===== src/rtl/mipi_csi_header_parser.sv =====
// MIPI CSI-2 packet parser for the 4-lane, lane-aligned 32-bit word stream.
// Corrects headers with the 6-bit ECC, decodes sync short packets and forwards long-packet payload.
module mipi_csi_header_parser #(
  parameter logic [3:0] VC_ACCEPT = 4'b1111
) (
  input  logic        clk_i,
  input  logic        reset_i,
  input  logic        data_valid_i,
  input  logic [31:0] data_i,
  output logic        payload_valid_o,
  output logic [31:0] payload_o,
  output logic [3:0]  payload_be_o,
  output logic        payload_last_o,
  output logic        frame_start_o,
  output logic        frame_end_o,
  output logic        line_start_o,
  output logic        line_end_o,
  output logic [1:0]  vc_o,
  output logic [5:0]  dt_o,
  output logic [15:0] word_count_o,
  output logic        ecc_corrected_o,
  output logic        ecc_error_o,
  output logic        truncated_o
);

  typedef enum logic [1:0] {
    ST_SKIP,
    ST_IDLE,
    ST_PAYLOAD,
    ST_DRAIN
  } state_e;

  // Header bits covered by each ECC parity bit; bit k of all six masks is the column of Dk.
  localparam logic [23:0] P0_MASK = 24'hF12CB7;
  localparam logic [23:0] P1_MASK = 24'hF2555B;
  localparam logic [23:0] P2_MASK = 24'h749A6D;
  localparam logic [23:0] P3_MASK = 24'hB8E38E;
  localparam logic [23:0] P4_MASK = 24'hDF03F0;
  localparam logic [23:0] P5_MASK = 24'hEFFC00;

  // ---------------------------------------------------------------------------
  // Header ECC: syndrome, single-bit correction, field extraction
  // ---------------------------------------------------------------------------
  logic [23:0] hdr_raw;
  logic [23:0] hdr_fix;
  logic [5:0]  parity;
  logic [5:0]  syndrome;
  logic        syn_col_hit;
  logic        syn_par_hit;
  logic        hdr_ok;
  logic        hdr_corr;
  logic [1:0]  hdr_vc;
  logic [5:0]  hdr_dt;
  logic [15:0] hdr_wc;
  logic        vc_ok;
  logic        unused_ecc_bits;

  assign hdr_raw         = data_i[23:0];
  assign unused_ecc_bits = ^data_i[31:30];

  // NOTE: combinational blocks use blocking '=' and give every output a default
  // first, so evaluation order is sequential and no latch can be inferred.
  always_comb begin
    parity[0] = ^(hdr_raw & P0_MASK);
    parity[1] = ^(hdr_raw & P1_MASK);
    parity[2] = ^(hdr_raw & P2_MASK);
    parity[3] = ^(hdr_raw & P3_MASK);
    parity[4] = ^(hdr_raw & P4_MASK);
    parity[5] = ^(hdr_raw & P5_MASK);
    syndrome  = parity ^ data_i[29:24];

    hdr_fix     = hdr_raw;
    syn_col_hit = 1'b0;
    for (int k = 0; k < 24; k++) begin
      if (syndrome == {P5_MASK[k], P4_MASK[k], P3_MASK[k],
                       P2_MASK[k], P1_MASK[k], P0_MASK[k]}) begin
        hdr_fix[k]  = ~hdr_raw[k];
        syn_col_hit = 1'b1;
      end
    end

    // A lone syndrome bit means the received parity bit itself was hit.
    syn_par_hit = (syndrome != 6'd0) && ((syndrome & (syndrome - 6'd1)) == 6'd0);
    hdr_corr    = syn_col_hit | syn_par_hit;
    hdr_ok      = (syndrome == 6'd0) | hdr_corr;
  end

  assign hdr_dt = hdr_fix[5:0];
  assign hdr_vc = hdr_fix[7:6];
  assign hdr_wc = hdr_fix[23:8];
  assign vc_ok  = VC_ACCEPT[hdr_vc];

  // ---------------------------------------------------------------------------
  // Packet state machine with registered outputs
  // ---------------------------------------------------------------------------
  state_e      state_q, state_d;
  logic [16:0] remain_q, remain_d;
  logic        payload_valid_q, payload_valid_d;
  logic [31:0] payload_q, payload_d;
  logic [3:0]  payload_be_q, payload_be_d;
  logic        payload_last_q, payload_last_d;
  logic        frame_start_q, frame_start_d;
  logic        frame_end_q, frame_end_d;
  logic        line_start_q, line_start_d;
  logic        line_end_q, line_end_d;
  logic [1:0]  vc_q, vc_d;
  logic [5:0]  dt_q, dt_d;
  logic [15:0] wc_q, wc_d;
  logic        ecc_corrected_q, ecc_corrected_d;
  logic        ecc_error_q, ecc_error_d;
  logic        truncated_q, truncated_d;
  logic [3:0]  last_be;

  always_comb begin
    case (remain_q[2:0])
      3'd1:    last_be = 4'b0001;
      3'd2:    last_be = 4'b0011;
      3'd3:    last_be = 4'b0111;
      default: last_be = 4'b1111;
    endcase
  end

  always_comb begin
    state_d         = state_q;
    remain_d        = remain_q;
    payload_valid_d = 1'b0;
    payload_d       = payload_q;
    payload_be_d    = payload_be_q;
    payload_last_d  = 1'b0;
    frame_start_d   = 1'b0;
    frame_end_d     = 1'b0;
    line_start_d    = 1'b0;
    line_end_d      = 1'b0;
    vc_d            = vc_q;
    dt_d            = dt_q;
    wc_d            = wc_q;
    ecc_corrected_d = 1'b0;
    ecc_error_d     = 1'b0;
    truncated_d     = 1'b0;

    unique case (state_q)
      ST_SKIP: begin
        if (!data_valid_i) state_d = ST_IDLE;
      end

      ST_IDLE: begin
        if (data_valid_i) begin
          state_d = ST_DRAIN;
          if (!hdr_ok) begin
            ecc_error_d = 1'b1;
          end else begin
            ecc_corrected_d = hdr_corr;
            if (vc_ok) begin
              vc_d = hdr_vc;
              dt_d = hdr_dt;
              wc_d = hdr_wc;
              if (hdr_dt < 6'h10) begin
                frame_start_d = (hdr_dt == 6'h00);
                frame_end_d   = (hdr_dt == 6'h01);
                line_start_d  = (hdr_dt == 6'h02);
                line_end_d    = (hdr_dt == 6'h03);
              end else if (hdr_wc != 16'd0) begin
                remain_d = {1'b0, hdr_wc};
                state_d  = ST_PAYLOAD;
              end
            end
          end
        end
      end

      ST_PAYLOAD: begin
        if (!data_valid_i) begin
          truncated_d = 1'b1;
          state_d     = ST_IDLE;
        end else begin
          payload_valid_d = 1'b1;
          payload_d       = data_i;
          if (remain_q <= 17'd4) begin
            payload_be_d   = last_be;
            payload_last_d = 1'b1;
            state_d        = ST_DRAIN;
          end else begin
            payload_be_d = 4'b1111;
            remain_d     = remain_q - 17'd4;
          end
        end
      end

      ST_DRAIN: begin
        if (!data_valid_i) state_d = ST_IDLE;
      end

      default: state_d = ST_SKIP;
    endcase
  end

  // NOTE: sequential state uses non-blocking '<=' so every flop samples the
  // pre-edge value of every other flop.
  always_ff @(posedge clk_i) begin
    if (reset_i) begin
      state_q         <= ST_SKIP;
      remain_q        <= '0;
      payload_valid_q <= 1'b0;
      payload_q       <= '0;
      payload_be_q    <= '0;
      payload_last_q  <= 1'b0;
      frame_start_q   <= 1'b0;
      frame_end_q     <= 1'b0;
      line_start_q    <= 1'b0;
      line_end_q      <= 1'b0;
      vc_q            <= '0;
      dt_q            <= '0;
      wc_q            <= '0;
      ecc_corrected_q <= 1'b0;
      ecc_error_q     <= 1'b0;
      truncated_q     <= 1'b0;
    end else begin
      state_q         <= state_d;
      remain_q        <= remain_d;
      payload_valid_q <= payload_valid_d;
      payload_q       <= payload_d;
      payload_be_q    <= payload_be_d;
      payload_last_q  <= payload_last_d;
      frame_start_q   <= frame_start_d;
      frame_end_q     <= frame_end_d;
      line_start_q    <= line_start_d;
      line_end_q      <= line_end_d;
      vc_q            <= vc_d;
      dt_q            <= dt_d;
      wc_q            <= wc_d;
      ecc_corrected_q <= ecc_corrected_d;
      ecc_error_q     <= ecc_error_d;
      truncated_q     <= truncated_d;
    end
  end

  assign payload_valid_o = payload_valid_q;
  assign payload_o       = payload_q;
  assign payload_be_o    = payload_be_q;
  assign payload_last_o  = payload_last_q;
  assign frame_start_o   = frame_start_q;
  assign frame_end_o     = frame_end_q;
  assign line_start_o    = line_start_q;
  assign line_end_o      = line_end_q;
  assign vc_o            = vc_q;
  assign dt_o            = dt_q;
  assign word_count_o    = wc_q;
  assign ecc_corrected_o = ecc_corrected_q;
  assign ecc_error_o     = ecc_error_q;
  assign truncated_o     = truncated_q;

endmodule


===== config.mk =====
export PLATFORM = sky130hd
export DESIGN_NAME = mipi_csi_header_parser
export DESIGN_NICKNAME = d
export VERILOG_FILES = /design/src/rtl/mipi_csi_header_parser.sv
export SDC_FILE = /design/constraint.sdc
export NUM_CORES = 1
export LEC_CHECK = 0
export BUFFER_PORTS_ARGS = -buffer_cell sky130_fd_sc_hd__buf_2
export CAP_MARGIN = 20
export CORE_UTILIZATION = 34
export CTS_BUF_LIST = sky130_fd_sc_hd__clkbuf_16
export CTS_CLUSTER_DIAMETER = 30
export DETAILED_ROUTE_END_ITERATION = 6
export GPL_ROUTABILITY_DRIVEN = 0
export PLACE_DENSITY = 0.51
export SKIP_LAST_GASP = 1
export SLEW_MARGIN = 20
export SYNTH_ARGS = -nofsm -noshare
export SYNTH_HDL_FRONTEND = slang
export SYNTH_SLANG_ARGS = --single-unit

===== constraint.sdc =====
create_clock -name clk_i -period 7.4 [get_ports clk_i]
set_input_delay 2.22 -clock clk_i [delete_from_list [all_inputs] [get_ports clk_i]]
set_output_delay 2.22 -clock clk_i [all_outputs]
set_load 0.01 [all_outputs]

# Word level (Yosys, flattened, before mapping)
# Cells that the tools add are included.
# word_totals
ff_bits	88
latchBits	0
ram_bits	0
rom_bits	0
in_bits	35
word_cells	194
mem_count	0
# op_classes
add_sub_neg	2
mul	0
div	0
n_lt_le_gt_ge	3
n_eq_ne	42
shift	0
mux	73
bitwise	34
reduce_logical	24
# op_table
operator	n
$reduce_xor A24 Y1	6
$mux W17	7
$eq A6 B6 Y1 const B	13
$mux W1	57
$eq A6 B5 Y1 const B	7
$pmux W17 S2	1
$not A1 Y1	30
$eq A6 B4 Y1 const B	3
$logic_not A6 Y1	3
$le A17 B3 Y1 const B	1
$sub A17 B3 Y17 const B	1
$ne A2 B2 Y1 const B	8
$reduce_bool A16 Y1	1
$eq A6 B2 Y1 const B	2
$pmux W4 S3	1
$mux W2	4
$reduce_and A8 Y1	1
$and A6 B6 Y6	1
$eq A3 B2 Y1 const B	2
$eq A6 B1 Y1 const B	1
$eq A6 B3 Y1 const B	1
$lt A6 B5 Y1 const B	1
$pmux W2 S3	1
$reduce_bool A6 Y1	1
20 further kinds	24

# Longest topological paths before layout
# Gate-level depths: netlist of the first run.
# depth
word_depth	32
ltp_mapped	15
depth_no_buf	11

# Worst setup path after synthesis of the first run
# Ideal clock, no wire load.
# synth_timing
path_kind	input port to flip-flop
startpoint	input port data_i[20]
endpoint	register remain_q[2]
setup_ps	132
arrival_time_ps	5269
slack_ps	1998
cell_stages	14
n_path_buf	3
cell_sequence	buf_2 -> xnor2_1 -> xnor2_4 -> xnor3_2 -> buf_6 -> nor2_2 -> o221ai_1 -> xor2_2 -> nand3_1 -> or4_4 -> o31ai_4 -> buf_6 -> a2111o_1 -> a21oi_1
# synth_between
elab_chain_cells	31
# synth_lines
element	line	rtl
start, declared	9	input logic [31:0] data_i,
$reduce_xor A24 Y1 (on tied branches)	n/a	
$xor A6 B6 Y6	70	syndrome = parity ^ data_i[29:24];
$eq A6 B3 Y1	75	if (syndrome == {P5_MASK[k], P4_MASK[k], P3_MASK[k],
$mux W1 (24 in series)	75	
$or A1 B1 Y1	84	hdr_corr = syn_col_hit | syn_par_hit;
$or A1 B1 Y1	85	hdr_ok = (syndrome == 6'd0) | hdr_corr;
$ne A2 B2 Y1 (no source line)	n/a	
$reduce_and A8 Y1 (no source line)	n/a	
end signal, assigned	219	remain_q <= remain_d;
end, declared	97	logic [16:0] remain_q, remain_d;
# Several ways; a longest one is shown, not always the timed one. The select of a mux whose other input is x is not followed.
# A chain may end at the register's enable or synchronous reset.

# Worst setup path in the final report of the first run
# layout_timing
startpoint	input port data_i[0]
endpoint	register remain_q[11]
# layout_between
elab_chain_cells	31
# layout_lines
element	line
$reduce_xor A24 Y1 (on tied branches)	64, 65, 66
$xor A6 B6 Y6	70
$eq A6 B3 Y1	75
$mux W1 (24 in series)	75
$or A1 B1 Y1	84
$or A1 B1 Y1	85
$ne A2 B2 Y1 (no source line)	n/a
$reduce_and A8 Y1 (no source line)	n/a
# Several ways; a longest one is shown, not always the timed one. The select of a mux whose other input is x is not followed.

==> impl_metrics.json, run 1 <==
{
  "status": "complete, no violations",
  "hold_viol": 0,
  "root_buffer": "clkbuf_16",
  "syn_nets": 698,
  "drc_errors": 0,
  "vias": 5242,
  "final_cell_mix": "buf_2 (103), dfxtp_1 (88), nand2_1 (83)",
  "period_minus_slack_ns": 6.12,
  "tns_ns": 0,
  "start_kind": "input pin",
  "fin_skew_ns": 0.00430,
  "ir_drop_uv": 143,
  "rsz0062_at_grt": "false",
  "htreeDepth": 3,
  "min_path_type": "reg2reg",
  "cts.hold.buffers_added": 0,
  "synthDistinctLibCells": 72,
  "ios": 104,
  "synthesis.area_um2": 5530,
  "crit_fanout": 23,
  "p_leak_uw": 0.00254,
  "dieWidth_um": 130,
  "grt_pass1_wl_um": 28100,
  "via_per_inst": 5.47,
  "io_buffers": 103,
  "slowest_delay_ns": 0.62,
  "yosys_warnings": 0,
  "hpwl_um": 13100,
  "die_h_um": 130,
  "rows": 46,
  "worst_slew_pin_slew_ns": 0.883,
  "post_cts_resize_count": 0,
  "drt-initial-drc-count": 451,
  "cp_top_family": "XOR/XNOR gates",
  "cts_buffers": 9,
  "grt_use_total_pct": 22.0,
  "post-route-period-util_pct": 82.6,
  "async_flop_share_pct": 0,
  "nets": 778,
  "synthFlopType": "dfxtp_1",
  "postRouteAntennaNets": 0,
  "synth.avg_cell_area_um2": 8.40,
  "diodes": 0,
  "required_ns": 7.59,
  "crit_arrival_ns": 6.31,
  "crit_buf_inv": 2,
  "cpMaxStageDelayCell": "nor2b_1",
  "power_density_nw_per_um2": 380,
  "cp_cell_sequence": "buf_2, xnor2_1, xnor3_1, xnor3_1, nor2b_1, o221ai_4, xor2_2, nand3_1, or4_4, o31ai_4, buf_4, or3_1, a21oi_1",
  "clockBufferDepth": 2,
  "grt_max_degree": 83,
  "antenna_found_initial": 0,
  "slew_headroom_pct": 41.1,
  "setup_viol_count_final": 0,
  "fill_cells": 1650,
  "clock_sinks": 88,
  "drt_wl_total_um": 18000,
  "first_global_vias": 5029,
  "layout_commonest_cell": "buf_2",
  "worstSetupPathType": "in2reg",
  "synthToLayoutAreaGrowth_pct": 17.1,
  "synth_edf_count": 0,
  "crit_path_frequent_cell": "xnor3_1",
  "synth_cells": 658,
  "path_clk_slew_ns": 0.06,
  "wire_per_inst_um": 18.7,
  "ys_seq_area_share_pct": 31.9,
  "worstSetupEndpointType": "register",
  "postCtsSetupBuffers": 0,
  "start_util_pct": 34.8,
  "cts_tree": "yes",
  "fmax_mhz": 164,
  "drtPass1Iterations": 5,
  "coreArea_um2": 15900,
  "max_cap_violations": 0,
  "fp.dieArea_um2": 16800,
  "fin_hold_ws_ns": 0.451,
  "drv_slew": 0,
  "worstSkewPairLatency_ns": 0.35,
  "ys_seq_elements": 88,
  "gr-total-overflow": 0,
  "drive_above_1_share_pct": 21.5
}
tightest hold or removal path, delay by kind of cell, from the launching register on:
family,cells,cell delay [ns]
simple gates,1,0.05
compound gates,1,0.05
flops,1,0.31
synth_stat cells (all sizes together), types with 13 or more instances:
master | instances | area share, %
nor3 | 25 | 2.4
xor2 | 23 | 4.2
buf | 19 | 2.4
a211oi | 21 | 2.9
nand3 | 34 | 3.1
o21ai | 13 | 1.2
nand2 | 84 | 5.7
nor2 | 65 | 4.5
o31ai | 17 | 2.6
xnor2 | 46 | 8.6
dfxtp | 88 | 32
clkbuf | 28 | 1.9
a21oi | 58 | 5.3
nand4 | 14 | 1.7
through the flow:
step	power [µW]	utilization [%]	area (µm²)	worst slack, ns	std cells
2_1_floorplan	1620	-	5530	2.00	658
3_3_place_gp	1960	38.9	6180	1.06	943
3_5_place_dp	1980	38.9	6180	0.934	943
4_1_cts	2450	40.8	6470	1.33	959
5_1_grt	2630	40.8	6470	0.978	959
6_report	2460	40.8	6470	1.28	959
final cells by class:
cell class / count / area [µm²] / area share [%]
clock inverter: 7 / 71.3 / 1.10
tap: 216 / 270 / 4.17
multi-input combinational: 514 / 3500 / 54.0
timing repair buffer: 116 / 613 / 9.47
clock buffer: 9 / 225 / 3.48
sequential: 88 / 1760 / 27.2
inverter: 9 / 33.8 / 0.522
registers in the layout (all words and copies together), names as in the netlist, 2 cells and up:
signal	count
word_count_o	16
dt_o	6
payload_o	32
state_q	2
vc_o	2
payload_be_o	4
remain_q	17
metal layers:
layer  wire [µm]  share of wire, %  global-route usage [%]  vias to the layer above
li1            -                 -                       -                     2492
met1        8400                47                    30.5                     2463
met2        7800                43                    33.3                      249
met3        1320               7.4                    5.28                       38
met4         435               2.4                    7.93                        0
met5           0                 0                       0                        -
worst paths after layout:
| check | startpoint | end | slack [ns] | depth (start not counted) |
|---|---|---|---|---|
| worst max-delay path | data_i[0] | remain_q[11] | 1.28 | 13 |
| worst min-delay path | payload_o[28] | payload_o[28] | 0.45 | 2 |
| worst max register to register | remain_q[2] | remain_q[11] | 4.32 | 8 |
| worst min register to register | payload_o[28] | payload_o[28] | 0.45 | 2 |
cells by family (layout without fill, tap and decap cells):
group	after synthesis	after routing	share of synthesized area, %
adders and majority gates	5	5	1.13
and+or+nand+nor	268	268	23.1
xor gates and xnor gates	83	83	18.6
muxes	10	10	1.83
buffers and inverters	56	141	4.91
DFF	88	88	31.9
AOI/OAI and AO/OA	148	148	18.6
power by group:
part           switching [µW]  leakage (µW)  total (µW)  internal [µW]
combinational             900       0.00169        1390            485
clock                     199      0.000141         460            262
sequential               54.5      0.000713         614            560
Note: power is estimated with default switching activity, not from simulation.
==> run 2, diff against run 1 <==
--- a/config.mk
+++ b/config.mk
@@ -12,7 +12,7 @@
 export CTS_CLUSTER_DIAMETER = 30
 export DETAILED_ROUTE_END_ITERATION = 6
 export GPL_ROUTABILITY_DRIVEN = 0
-export PLACE_DENSITY = 0.51
+export PLACE_DENSITY = 0.53
 export SKIP_LAST_GASP = 1
 export SLEW_MARGIN = 20
 export SYNTH_ARGS = -nofsm -noshare
==> constraint.sdc (replaced) <==
create_clock -name clk_i -period 5.3 [get_ports clk_i]
set_input_delay 1.59 -clock clk_i [delete_from_list [all_inputs] [get_ports clk_i]]
set_output_delay 1.59 -clock clk_i [all_outputs]
set_load 0.01 [all_outputs]
==> impl_metrics.json, run 2 (same netlist as run 1, synthesis figures left out) <==
{
  "root_buffer": "clkbuf_16",
  "fill_cells": 1656,
  "worstSetupPathType": "in2reg",
  "wl_met2_um": 8190,
  "ios": 104,
  "r2r_cells": 8,
  "multi_input_area_um2": 3510,
  "cp_cell_sequence": "buf_2, xnor3_2, xnor2_4, xnor2_1, nand3_1, a221oi_1, buf_4, xnor2_1, nand4_1, or3_1, or3_1, nand4_1, a21oi_1",
  "largest_register_ffs": 32,
  "clockBufferDepth": 2,
  "register_area_um2": 1760,
  "gr-total-overflow": 0,
  "max_cap_violations": 0,
  "p_sw_uw": 1610,
  "fp.dieArea_um2": 16800,
  "post-route-period-util_pct": 94.2,
  "antenna_found_initial": 0,
  "slew_headroom_pct": 32.5,
  "die_h_um": 130,
  "nets": 815,
  "coreArea_um2": 15900,
  "period_minus_slack_ns": 5.00,
  "start_kind": "input pin",
  "drv_slew": 0,
  "grt_pass1_wl_um": 28400,
  "pwr-share-clk_pct": 17.0,
  "hpwl_um": 13600,
  "grt_use_total_pct": 22.2,
  "via_per_inst": 5.42,
  "internal_power_uw": 1910,
  "io_buffers": 103,
  "layout_commonest_cell": "buf_2",
  "final_cell_mix": "buf_2 (103), dfxtp_1 (88), nand2_1 (83)",
  "combPwrFrac_pct": 58.6,
  "ir_drop_uv": 205,
  "status": "complete, no violations",
  "start_util_pct": 34.8,
  "startpoint": "data_i[1]",
  "hp-start": "payload_o[30]",
  "postRouteAntennaNets": 0,
  "wl_met1_um": 8000,
  "rsz0062_at_grt": "false",
  "share_seq_of_total_power_pct": 24.4,
  "power_density_nw_per_um2": 520,
  "cts_buffers": 9,
  "netSwitchingFraction_pct": 45.7,
  "dieWidth_um": 130,
  "drc_errors": 0,
  "cpMaxStageDelayCell": "or3_1",
  "crit_arrival_ns": 5.20,
  "drtPass1Iterations": 5,
  "drive_above_1_share_pct": 25.5,
  "drt-initial-drc-count": 517,
  "vias": 5401,
  "p_leak_uw": 0.00272,
  "dp.cells": 980,
  "fin_cells": 996,
  "fin_skew_ns": 0.00653,
  "reg2reg_from": "remain_q[2]",
  "hold_path_depth": 2,
  "min_path_type": "reg2reg",
  "finalPower_uw": 3520,
  "clock_sinks": 88,
  "hold_viol": 0,
  "worst_slew_pin_slew_ns": 1.01,
  "grt_max_degree": 44,
  "fmax_mhz": 200,
  "cts_tree": "yes",
  "first_global_vias": 5218,
  "rows": 46,
  "drt_wl_total_um": 17900,
  "path_clk_slew_ns": 0.07,
  "diodes": 0,
  "setup_viol_count_final": 0,
  "routed.top_layer": "met4",
  "worstSetupEndpointType": "register",
  "met3WireLength_um": 1170,
  "postCtsSetupBuffers": 0,
  "crit_fanout": 11,
  "required_ns": 5.51,
  "synthToLayoutAreaGrowth_pct": 22.5,
  "wire_per_inst_um": 18.0,
  "worstSkewPairLatency_ns": 0.36,
  "htreeDepth": 3,
  "slowest_delay_ns": 0.57
}
-- run 2: changes by cell type in the layout (fill, tap and decap cells not counted), sizes merged --
cell,change
buf,+37
bufinv,-1
clkinvlp,+2
inv,-1
-- run 2: repair_timing --
| item | CTS | global route |
|---|---|---|
| setup endpoints to repair | 0 | 11 |
| hold buffers | 0 | 0 |
| gates resized for setup | 0 | 1 |
-- run 2: path summary, 6_finish.rpt --
path                    to  slack [ns]
min reg2reg  payload_o[30]        0.45
max reg2reg    remain_q[3]        2.13
max            remain_q[4]        0.30
min          payload_o[30]        0.45
-- run 2: final cells by class --
| type | instances | area share [%] |
|---|---|---|
| multi-input cells | 514 | 51.8 |
| clock inverters | 7 | 0.720 |
| inverters | 9 | 0.499 |
| clock buffers | 9 | 3.32 |
| flip-flops and latches | 88 | 26.0 |
| repair buffers | 153 | 13.7 |
| well taps | 216 | 3.99 |
-- run 2: metrics by stage --
| stage | hold slack (ns) | util (%) | TNS, ns | instance area, µm² | setup WS, ns |
|---|---|---|---|---|---|
| 2_1_floorplan | 0.438 | - | 0 | 5530 | 0.528 |
| 3_3_place_gp | 0.440 | 40.9 | -2.13 | 6500 | -0.176 |
| 3_5_place_dp | 0.445 | 40.9 | -1.76 | 6500 | -0.149 |
| 4_1_cts | 0.454 | 42.6 | 0 | 6770 | 0.210 |
| 5_1_grt | 0.468 | 42.6 | 0 | 6770 | 0.109 |
| 6_report | 0.454 | 42.6 | 0 | 6770 | 0.305 |
-- run 2: critical path, delay by kind of cell --
| kind | cells | cell delay, ns |
|---|---|---|
| compound gates | 2 | 0.43 |
| simple gates | 5 | 1.46 |
| xor+xnor | 4 | 1.35 |
| buf+inv | 2 | 0.37 |
-- run 2: power groups by stage --
stage / Clock (µW) / Combinational (µW) / Sequential [µW]
4_1_cts: 608 / 2040 / 860
5_1_grt: 635 / 2240 / 875
3_3_place_gp: 0 / 2000 / 869
6_report: 597 / 2060 / 859
3_5_place_dp: 0 / 2030 / 874
2_1_floorplan: 0 / 1360 / 899
-- run 2: metal layers --
metal	vias to the layer above	GRT usage [%]
met5	-	0
met4	0	8.55
met3	44	4.29
met2	239	36.0
met1	2545	29.0
li1	2573	-
==> run 3, diff against run 2 <==
--- a/config.mk
+++ b/config.mk
@@ -12,7 +12,7 @@
 export CTS_CLUSTER_DIAMETER = 30
 export DETAILED_ROUTE_END_ITERATION = 6
 export GPL_ROUTABILITY_DRIVEN = 0
-export PLACE_DENSITY = 0.53
+export PLACE_DENSITY = 0.57
 export SKIP_LAST_GASP = 1
 export SLEW_MARGIN = 20
 export SYNTH_ARGS = -nofsm -noshare
==> impl_metrics.json, run 3 (same netlist as run 1, synthesis figures left out) <==
{
  "final_cell_mix": "buf_2 (103), dfxtp_1 (88), nand2_1 (83)",
  "slowest_delay_ns": 0.58,
  "antenna_found_initial": 0,
  "drive_above_1_share_pct": 25.3,
  "largest_register_ffs": 32,
  "crit_arrival_ns": 5.23,
  "root_buffer": "clkbuf_16",
  "crit_fanout": 13,
  "rows": 46,
  "postLayoutCoreUtil_pct": 42.6,
  "cp_cell_sequence": "buf_2, xnor3_2, xnor2_4, xor2_2, nor3_1, o221ai_2, xor2_1, nand4_1, or3_1, or3_1, nand4_1, a21oi_1",
  "drt_wl_total_um": 18000,
  "worstSkewPairLatency_ns": 0.35,
  "grt_use_total_pct": 21.9,
  "via_per_inst": 5.45,
  "crit_buf_inv": 1,
  "postCtsSetupBuffers": 0,
  "cpMaxStageDelayCell": "or3_1",
  "slew_headroom_pct": 28.1,
  "start_kind": "input pin",
  "clock_sinks": 88,
  "rsz0062_at_grt": "false",
  "fin_skew_ns": 0.00905,
  "tns_ns": 0,
  "cts.hold.buffers_added": 0,
  "fmax_mhz": 199,
  "die_h_um": 130,
  "required_ns": 5.50,
  "setup_viol_count_final": 0,
  "postRouteAntennaNets": 0,
  "hold_viol": 0,
  "max_cap_violations": 0,
  "dieWidth_um": 130,
  "r2r_slack_ns": 2.21,
  "min_path_type": "reg2reg",
  "status": "complete, no violations",
  "period_minus_slack_ns": 5.02,
  "nets": 813,
  "drt-initial-drc-count": 591,
  "layout_commonest_cell": "buf_2",
  "coreArea_um2": 15900,
  "gr-total-overflow": 0,
  "drv_slew": 0,
  "hpwl_um": 13700,
  "io_buffers": 103,
  "fill_cells": 1631,
  "grt_max_degree": 43,
  "ios": 104,
  "grt_pass1_wl_um": 27800,
  "worst_slew_pin_slew_ns": 1.08,
  "clockBufferDepth": 2,
  "ir_drop_uv": 188,
  "cts_buffers": 9,
  "power_density_nw_per_um2": 525,
  "worstSetupPathType": "in2reg",
  "wire_per_inst_um": 18.1,
  "first_global_vias": 5162,
  "fp.dieArea_um2": 16800,
  "cts_tree": "yes",
  "cp_top_family": "XOR/XNOR gates",
  "drc_errors": 0,
  "vias": 5415,
  "drtPass1Iterations": 6,
  "p_leak_uw": 0.00272,
  "worstSetupEndpointType": "register",
  "post-route-period-util_pct": 94.8,
  "finalPower_uw": 3560,
  "htreeDepth": 3,
  "synthToLayoutAreaGrowth_pct": 22.5,
  "path_clk_slew_ns": 0.07,
  "diodes": 0,
  "start_util_pct": 34.8,
  "post_cts_resize_count": 0
}
## run 3: area by class of cell
type	instances	area [µm²]	area share, %
inverters	9	33.8	0.499
well taps	216	270	3.99
multi-input cells	514	3500	51.6
repair buffers	151	913	13.5
clock buffers	9	225	3.32
flip-flops and latches	88	1760	26.0
clock inverters	7	71.3	1.05
## run 3: worst reg2reg max path, cell delays in order, from the launching register on
cell,delay (ns)
dfxtp_1,0.34
inv_1,0.07
ha_1,0.87
clkinv_1,0.83
or3_1,0.55
o21ai_0,0.08
nand4_1,0.11
a21oi_1,0.17
## run 3: report_power, final
group | switching (µW) | total (µW) | internal [µW]
Sequential | 76.2 | 858 | 782
Clock | 273 | 638 | 365
Combinational | 1270 | 2060 | 794
## run 3: per-layer routing
metal,wire length (µm),GRT usage [%]
met2,8100,35.2
met3,1350,5.16
met4,511,8.07
met5,0,0
met1,7990,28.4
## run 3: path summary, 6_finish.rpt
check	startpoint	cells past startpoint	to
hold reg to reg	payload_o[31]	2	payload_o[31]
hold / removal	payload_o[31]	2	payload_o[31]
setup reg to reg	state_q[0]	7	remain_q[10]
setup / recovery	data_i[1]	12	remain_q[5]
## run 3: through the flow
step | setup slack [ns] | instance area [µm²] | instances | hold WS, ns
detailed placement | -0.00577 | 6480 | 978 | 0.446
CTS | 0.361 | 6770 | 994 | 0.456
floorplan | 0.528 | 5530 | 658 | 0.438
finish | 0.277 | 6770 | 994 | 0.455
global placement | 0.0485 | 6480 | 978 | 0.441
global route | 0.0913 | 6770 | 994 | 0.471
